File: src/rtl/npc_car_spawner.sv
// NPC car spawner for the Monaco GP playfield: waits for the start key, spawns one car
// in a pseudo-random lane after a pseudo-random gap and scrolls it down once per frame.
module npc_car_spawner #(
  parameter int          SCREEN_H     = 480,
  parameter int          ROAD_LEFT    = 200,
  parameter int          LANE_W       = 60,
  parameter int          NPC_SPEED    = 2,
  parameter int          MIN_GAP      = 30,
  parameter int          CRASH_FRAMES = 60,
  parameter logic [7:0]  START_KEY    = 8'h15
) (
  input  logic       Clk,
  input  logic       Reset_n,
  input  logic       VGA_VS,
  input  logic [7:0] keycode,
  input  logic       gamereset,
  input  logic       hit,
  output logic [9:0] CarX,
  output logic [9:0] CarY,
  output logic       npcclk,
  output logic [7:0] spawn_count,
  output logic [1:0] o_dbg_state,
  output logic [7:0] o_dbg_lfsr
);

  localparam int GAP_W   = $clog2(MIN_GAP + 32);
  localparam int CRASH_W = $clog2(CRASH_FRAMES + 1);

  typedef enum logic [1:0] {
    S_IDLE   = 2'd0,
    S_DELAY  = 2'd1,
    S_ACTIVE = 2'd2,
    S_CRASH  = 2'd3
  } state_t;

  state_t             r_state, w_state_n;
  logic               r_vs_meta, r_vs_sync, r_vs_prev;
  logic               r_start;
  logic [7:0]         r_lfsr;
  logic [GAP_W-1:0]   r_gap, w_gap_n;
  logic [CRASH_W-1:0] r_crash, w_crash_n;
  logic [9:0]         r_car_x, w_car_x_n;
  logic [9:0]         r_car_y, w_car_y_n;
  logic               r_npc, w_npc_n;
  logic [7:0]         r_spawn_cnt, w_spawn_cnt_n;

  logic               w_ftick;
  logic [10:0]        w_ny;
  logic [GAP_W-1:0]   w_gap_load;
  logic [9:0]         w_lane_x;

  // A frame starts on the synchronized falling edge of vertical sync.
  assign w_ftick    = r_vs_prev & ~r_vs_sync;
  assign w_ny       = {1'b0, r_car_y} + 11'(NPC_SPEED);
  assign w_gap_load = GAP_W'(MIN_GAP) + GAP_W'(r_lfsr[4:0]);
  assign w_lane_x   = 10'(ROAD_LEFT + 10) + 10'(LANE_W) * 10'(r_lfsr[7:6]);

  always_comb begin
    w_state_n     = r_state;
    w_gap_n       = r_gap;
    w_crash_n     = r_crash;
    w_car_x_n     = r_car_x;
    w_car_y_n     = r_car_y;
    w_npc_n       = r_npc;
    w_spawn_cnt_n = r_spawn_cnt;
    if (gamereset) begin
      w_state_n = S_IDLE;
      w_npc_n   = 1'b0;
      w_car_y_n = '0;
      w_gap_n   = '0;
      w_crash_n = '0;
    end else begin
      case (r_state)
        S_IDLE: begin
          if (r_start) begin
            w_state_n = S_DELAY;
            w_gap_n   = w_gap_load;
          end
        end
        S_DELAY: begin
          if (w_ftick) begin
            if (r_gap == '0) begin
              w_state_n     = S_ACTIVE;
              w_car_x_n     = w_lane_x;
              w_car_y_n     = '0;
              w_npc_n       = 1'b1;
              w_spawn_cnt_n = r_spawn_cnt + 8'd1;
            end else begin
              w_gap_n = r_gap - GAP_W'(1);
            end
          end
        end
        S_ACTIVE: begin
          if (w_ftick) begin
            if (hit) begin
              w_state_n = S_CRASH;
              w_crash_n = CRASH_W'(CRASH_FRAMES - 1);
            end else if (w_ny >= 11'(SCREEN_H)) begin
              w_state_n = S_DELAY;
              w_gap_n   = w_gap_load;
              w_npc_n   = 1'b0;
              w_car_y_n = '0;
            end else begin
              w_car_y_n = w_ny[9:0];
            end
          end
        end
        S_CRASH: begin
          if (w_ftick) begin
            if (r_crash == '0) begin
              w_state_n = S_DELAY;
              w_gap_n   = w_gap_load;
              w_npc_n   = 1'b0;
              w_car_y_n = '0;
            end else begin
              w_crash_n = r_crash - CRASH_W'(1);
            end
          end
        end
        default: w_state_n = S_IDLE;
      endcase
    end
  end

  always_ff @(posedge Clk or negedge Reset_n) begin
    if (!Reset_n) begin
      r_state     <= S_IDLE;
      r_vs_meta   <= 1'b1;
      r_vs_sync   <= 1'b1;
      r_vs_prev   <= 1'b1;
      r_start     <= 1'b0;
      r_lfsr      <= 8'hA5;
      r_gap       <= '0;
      r_crash     <= '0;
      r_car_x     <= 10'(ROAD_LEFT + 10);
      r_car_y     <= '0;
      r_npc       <= 1'b0;
      r_spawn_cnt <= '0;
    end else begin
      r_vs_meta   <= VGA_VS;
      r_vs_sync   <= r_vs_meta;
      r_vs_prev   <= r_vs_sync;
      if (keycode == START_KEY) r_start <= 1'b1;
      // Maximal-length taps, so the register never collapses to zero.
      r_lfsr      <= {r_lfsr[6:0], r_lfsr[7] ^ r_lfsr[5] ^ r_lfsr[4] ^ r_lfsr[3]};
      r_state     <= w_state_n;
      r_gap       <= w_gap_n;
      r_crash     <= w_crash_n;
      r_car_x     <= w_car_x_n;
      r_car_y     <= w_car_y_n;
      r_npc       <= w_npc_n;
      r_spawn_cnt <= w_spawn_cnt_n;
    end
  end

  assign CarX        = r_car_x;
  assign CarY        = r_car_y;
  assign npcclk      = r_npc;
  assign spawn_count = r_spawn_cnt;
  assign o_dbg_state = r_state;
  assign o_dbg_lfsr  = r_lfsr;

endmodule

File: config.mk
export PLATFORM = sky130hd
export DESIGN_NAME = npc_car_spawner
export DESIGN_NICKNAME = d
export VERILOG_FILES = /design/src/rtl/npc_car_spawner.sv
export SDC_FILE = /design/constraint.sdc
export NUM_CORES = 1
export LEC_CHECK = 0
export CAP_MARGIN = 0
export CORE_MARGIN = 5
export CORE_UTILIZATION = 56
export DETAILED_ROUTE_END_ITERATION = 16
export PLACE_DENSITY = 0.85
export SYNTH_ARGS = -nofsm -noshare
export SYNTH_HDL_FRONTEND = slang
export SYNTH_SLANG_ARGS = --single-unit
export TNS_END_PERCENT = 20
File: constraint.sdc
create_clock -name Clk -period 3.7 [get_ports Clk]
set_input_delay 0.37 -clock Clk [delete_from_list [all_inputs] [get_ports Clk]]
set_output_delay 0.37 -clock Clk [all_outputs]
set_load 0.05 [all_outputs]
Word level (Yosys, flattened, before mapping)
Index checks and enable logic that the tools add are counted.
{ "classes": {"addsub": 6, "n_mul": 1, "n_lt_le_gt_ge": 1, "eq_ne": 16, "n_mux": 44, "bitwise_logic": 6, "n_reduce_logical": 11} }
{ "op_table": {"columns": ["operator", "count"], "rows": [
  ["two-way mux 6 bit", 14],
  ["two-way mux 10 bit", 8],
  ["!= test 3 bit, second input constant", 11],
  ["one-hot mux 10 bit (3 select lines)", 1],
  ["one-hot mux 6 bit (4 select lines)", 1],
  ["two-way mux 2 bit", 9],
  ["AND reduction 8 bit", 2],
  ["AND reduction 7 bit", 2],
  ["logical NOT 6 bit", 2],
  ["one-hot mux 6 bit (2 select lines)", 1],
  ["subtractor 6 x 1 -> 6 bit, second input constant", 2],
  ["adder 10 x 2 -> 11 bit, second input constant", 1],
  [">= comparator 11 x 9 -> 1 bit, second input constant", 1],
  ["adder 8 x 8 -> 9 bit, first input constant", 1],
  ["adder 8 x 1 -> 8 bit, second input constant", 1],
  ["== test 8 x 5 -> 1 bit, second input constant", 1],
  ["two-way mux 1 bit", 8],
  ["one-hot mux 2 bit (4 select lines)", 1],
  ["adder 5 x 5 -> 6 bit, first input constant", 1],
  ["multiplier 4 x 2 -> 6 bit, first input constant", 1],
  ["AND reduction 5 bit", 1],
  ["== test 2 bit, second input constant", 2],
  ["!= test 4 bit, second input constant", 1],
  ["AND reduction 4 bit", 1],
  ["8 further kinds", 11]
]} }
{ "totals": {"reg_bits": 55, "input_bits": 13, "out_inout_bits": 39, "word_cells": 97} }

Logic depth before layout (Yosys ltp)
{ "depth": {"ltp_word": 7, "mapped_depth": 8, "mapped_depth_nobuf": 7} }

Least setup slack after synthesis
No wires, ideal clock.
{ "synth_path": {"path_type": "register -> register", "startpoint": "reg r_car_y[1], in the netlist CarY[1]", "endpoint": "reg r_npc, in the netlist npcclk", "setup_ps": 125, "arrival_ps": 2349, "required_time_ps": 3575, "path_slack_ps": 1226, "stages_incl_launch_ff": 8, "n_path_buf": 1, "period_less_slack_ps": 2474, "cell_sequence": "dfrtp_1 ha_1 nand4_1 o21a_1 o211ai_1 buf_2 o211ai_2 mux2_4"} }
{ "synth_between": {"elab_chain_cells": 4} }
{ "synth_lines": {"columns": ["element", "line", "text"], "rows": [
  ["start, declared", "43", "logic [9:0] r_car_y, w_car_y_n;"],
  ["start signal, assigned", "150", "r_car_y <= w_car_y_n;"],
  ["adder 10 x 2 -> 11 bit", "54", "assign w_ny = {1'b0, r_car_y} + 11'(NPC_SPEED);"],
  [">= comparator 11 x 9 -> 1 bit", "98", "end else if (w_ny >= 11'(SCREEN_H)) begin"],
  ["!= test 3 bit (no source line)", null, null],
  ["AND reduction 8 bit (no source line)", null, null],
  ["end signal, assigned", "151", "r_npc <= w_npc_n;"],
  ["end, declared", "44", "logic r_npc, w_npc_n;"]
]} }
No other way between the ends.
A chain may end at the register's enable or synchronous reset.

Final worst setup path
{ "layout_path": {"startpoint": "reg r_car_y[1], in the netlist CarY[1]", "endpoint": "reg r_car_y[1], in the netlist CarY[1]"} }
{ "layout_between": {"elab_chain_cells": 7} }
{ "layout_lines": {"columns": ["element", "line", "text"], "rows": [
  ["adder 10 x 2 -> 11 bit (*)", "54", null],
  [">= comparator 11 x 9 -> 1 bit", "98", null],
  ["two-way mux 10 bit (*)", "98", null],
  ["two-way mux 10 bit (*)", "95", "if (hit) begin"],
  ["two-way mux 10 bit (*)", "94", "if (w_ftick) begin"],
  ["one-hot mux 10 bit (3 select lines) (*)", "73", "case (r_state)"],
  ["two-way mux 10 bit (*)", "66", "if (gamereset) begin"]
]} }
Every way passes the cells marked *; elsewhere a longest branch is shown, timed or not. The select of a mux whose other input is x is not followed.

==> impl.org <==
** Logic synthesis
- Number of synthesis warnings :: 0
- The share of synthesized area in the top cell type comes to 0.357.
- Synth area leaders :: dfrtp_1 (36%), dfstp_2 (9.4%), ha_1 (5.8%)
- Most used flip-flop cell after synthesis :: dfrtp_1
- Gate count after technology mapping :: 274
- Async set or reset register ratio after synthesis :: 1.00
- Mapped Area :: 0.00281 mm2
- Sequential fraction of the synthesis area :: 0.450
- Synth cell types :: 62
- EDFF count, synth :: 0
- Cell taking the most area after synthesis :: dfrtp_1
- A synthesized cell averages 10.2 um2.
- Flip-flop and latch count after synthesis :: 50

** Clock network
- Post-cts sizing count :: 0
- In this run the deepest clock path goes through 2 buffers.
- Root buffer cell :: clkbuf_8
- The clock reaches the later pin of the worst-skew pair after 0.31 ns.
- Number of setup buffers added after CTS :: 0
- Buffers inserted during clock tree synthesis total 5.
- Clock-pin slew on the worst setup and hold paths :: 0.10 ns
- Buffers inserted to repair hold after CTS numbered 0.
- Sink count of the clock tree :: 50
- TritonCTS clock tree :: built
- H-tree Lvls :: 2

** Setup path
- Reg-to-Reg End :: CarY[1]
- Data required time at the worst endpoint :: 3.90 ns
- Setup slack on the worst reg-to-reg path comes out at 0.94 ns.
- Cells along the critical path :: ha_1 -> nand4_1 -> o21a_1 -> o211ai_1 -> and4bb_4 -> mux2_2
- Kind of launch point of the worst setup path :: flop
- Endpoint arrival time on the critical path :: 2.96 ns
- STA classifies the critical path endpoint as a flop.
- Reg2Reg Depth :: 6
- The startpoint identified for the worst register-to-register timing path is CarY[1].
- On the worst path, the slowest cell contributes a delay of 0.90 ns.
- The slowest stage of the critical path is the o211ai_1 cell.
- Kind of critical path :: flop to flop
- In this run the worst path has a maximum fanout of 16.

** Route
- Across all layers, the routed design uses 2209 vias.
- Total Wirelength :: 5.72 mm
- In this run the remaining antenna-violating nets after routing total 0.
- Avg WL per Cell :: 14.9 um
- For this run, design rule violations remaining after detail routing come to 0.
- Post-DR vias/cell :: 5.77
- Drt first pass iters :: 4
- Initial DRC Count :: 136

** Global routing
- Across every metal layer, demand over resource in global routing totals 0.197.
- Global-route wire length before repair :: 10.1 mm
- Number of global-route vias before repair :: 2224
- For this run the aggregate overflow at the end of global routing stands at 0.
- Entering global routing, the biggest net connects 51 pins.
- The initial antenna violation count is 0.

** Cells and area
- Area overhead of the layout relative to synthesis :: 19.8%
- After the last flow step, the layout net total stands at 341.
- The repair_antennas step left the layout with diodes totalling 0.
- Number of filler cells placed in the layout :: 398
- In the final layout, the share of cells above drive strength 1 is 0.111.

** Die
- 52 I/O pins were placed.
- For this configuration, the core starts out at a cell density of 0.586.
- Core Region :: 0.00479 mm2
- Width of the die :: 80.8 um
- The die covers 0.00653 mm2.
- Row generation in the floorplan step produced 25 rows.
- Height of the die :: 80.8 um

** Flow run
- Reported max-cap violation count :: 0

** Power
- Power spread over the standard cell area amounts to 536 mW/mm2.
- Part of the total power dissipated in the clock network :: 0.182
- Internal power :: 1080 uW
- Of the total power, the share spent switching nets is 0.399.
- Standby leakage power :: 0.00142 uW
- Peak supply drop :: 433 uV
- The share of total power dissipated in combinational logic is 0.428.
- For this design the total switching power over the nets is 720 uW.
- The share of total power dissipated in sequential elements is 0.390.

** Placement
- Routability-driven placement finished with a final weighted congestion of 0.862.
- Number of buffers added on ports :: 46
- Detail Placement HPWL :: 4.16 mm

** Timing
- Count of final setup violators :: 0
- Post-Route Hold Slack :: 0.244 ns
- The worst pin sits at a relative slew slack of 0.225.
- Setup repair after global routing left no endpoint under its margin.
- Timing would allow up to 362 MHz.
- Post-route fraction of the period consumed by the critical path :: 0.747
- Number of hold-slack violations in the final timing report :: 0
- Clock skew on the completed layout was measured at 0.0173 ns.
- Worst-Margin Slew :: 1.16 ns
- The max-slew violation count came to 0.
- Min Tclk post-route :: 2.76 ns
- Summed over all failing endpoints, the final setup total negative slack is 0 ns.

** Worst hold path
- Worst hold path class :: input pin to async pin

** Outcome
- The run finished with clean final reports.
## logic make-up after synthesis
| kind of cell | count (synthesis) | synth area share |
|---|---|---|
| and+or+nand+nor | 93 | 0.182 |
| AOI/OAI and AO/OA | 61 | 0.173 |
| DFF | 50 | 0.450 |
| buffers and inverters | 33 | 0.0571 |
| xor gates and xnor gates | 14 | 0.0437 |
| adders and majority gates | 13 | 0.0580 |
| muxes | 8 | 0.0334 |
| other | 2 | 0.00268 |
## critical path: cells and delay by family, from the launching register on
| family | cells | cell delay (ns) |
|---|---|---|
| compound gates | 2 | 1.11 |
| simple gates | 2 | 0.52 |
| fa+ha+maj | 1 | 0.30 |
| flops | 1 | 0.46 |
| mux | 1 | 0.26 |
## flip-flops by register name (all words and copies together), names as in the netlist
name         flops
CarY             9
o_dbg_lfsr       8
spawn_count      8
CarX             6
r_crash          6
r_gap            6
o_dbg_state      2
npcclk           1
r_start          1
r_vs_meta        1
r_vs_prev        1
r_vs_sync        1
## synthesized netlist by cell type (2+ instances only)
library cell and n:
o22a_1 2, xor2_1 5, nand2b_1 6, buf_2 2
nor2b_1 2, ha_1 13, mux2_2 2, mux2i_1 3
o22ai_1 2, o311ai_0 6, nand3_1 8, or4_1 3
clkbuf_1 6, dfstp_2 10, a21oi_1 7, or3_1 5
o221ai_1 2, a31o_2 2, o21ai_0 8, and3_1 5
mux2_4 2, xnor2_1 9, nor4bb_1 2, nand2_1 27
a22o_1 6, a21o_1 2, nor2_1 11, o211ai_1 7
nand4_1 3, a211oi_1 2, conb_1 2, buf_4 7
inv_1 17, nor3_1 9, nor3b_1 2, nor4b_1 2
dfrtp_1 40
## through the flow
step | cells | instance area, um2 | worst slack (ns) | util | total power, uW
after floorplan | 277 | 2820 | 1.23 | - | 1280
after global placement | 375 | 3270 | 1.02 | 0.683 | 1460
after detailed placement | 375 | 3270 | 1.02 | 0.683 | 1470
after CTS | 383 | 3360 | 0.972 | 0.702 | 1800
after global routing | 383 | 3360 | 0.750 | 0.702 | 1920
final | 383 | 3360 | 0.935 | 0.702 | 1800
## power groups by stage
stage	clock network, uW	registers (uW)	logic [uW]
6_report	328	703	771
2_1_floorplan	0	809	468
5_1_grt	362	714	842
3_3_place_gp	0	707	751
3_5_place_dp	0	712	761
4_1_cts	336	701	767
## worst max-delay path by stage
stage | cells past startpoint | from | to
after floorplan | 7 | CarY[1] | npcclk
after global placement | 6 | CarY[1] | CarY[1]
after detailed placement | 6 | CarY[1] | CarY[1]
after CTS | 6 | CarY[1] | CarY[1]
after global routing | 6 | CarY[1] | CarY[1]
final | 6 | CarY[1] | CarY[1]
## cell usage in the layout, fill, tap and decap left out, types with 2 or more instances in the layout
cell and n:
a22o_1 6, clkdlybuf4s50_1 45, a211oi_1 2, nand4_1 3, inv_1 17, mux2_2 2
and3_1 5, a21oi_1 7, nor2_1 11, a31o_2 2, a21o_1 2, nor2b_1 2
mux2i_1 3, nand3_1 8, conb_1 5, nor3b_1 2, o22ai_1 2, nor4b_1 2
mux2_4 2, o211ai_1 7, nor4bb_1 2, xor2_1 5, o311ai_0 6, dfrtp_1 40
xnor2_1 9, dfstp_2 10, nor3_1 9, or4_1 3, nand2b_1 6, ha_1 13
o221ai_1 2, or3_1 5, o22a_1 2, o21ai_0 8, nand2_1 27, clkbuf_8 5
## metal layers
| metal | vias up | track usage | part of all wire |
|---|---|---|---|
| met2 | 64 | 0.331 | 0.50 |
| met4 | 0 | 0.0659 | 0.011 |
| met3 | 7 | 0.0432 | 0.055 |
| met1 | 1066 | 0.252 | 0.44 |
| li1 | 1072 | - | - |
| met5 | - | 0 | 0 |
## layout make-up
type / count / area [um2] / area share
repair buffers: 47 / 463 / 0.138
well taps: 67 / 83.8 / 0.0249
clock buffers: 5 / 68.8 / 0.0205
flip-flops and latches: 50 / 1260 / 0.376
inverters: 17 / 63.8 / 0.0190
multi-input cells: 194 / 1390 / 0.415
clock inverters: 3 / 25.0 / 0.00744
(Power assumes the default switching activity.)
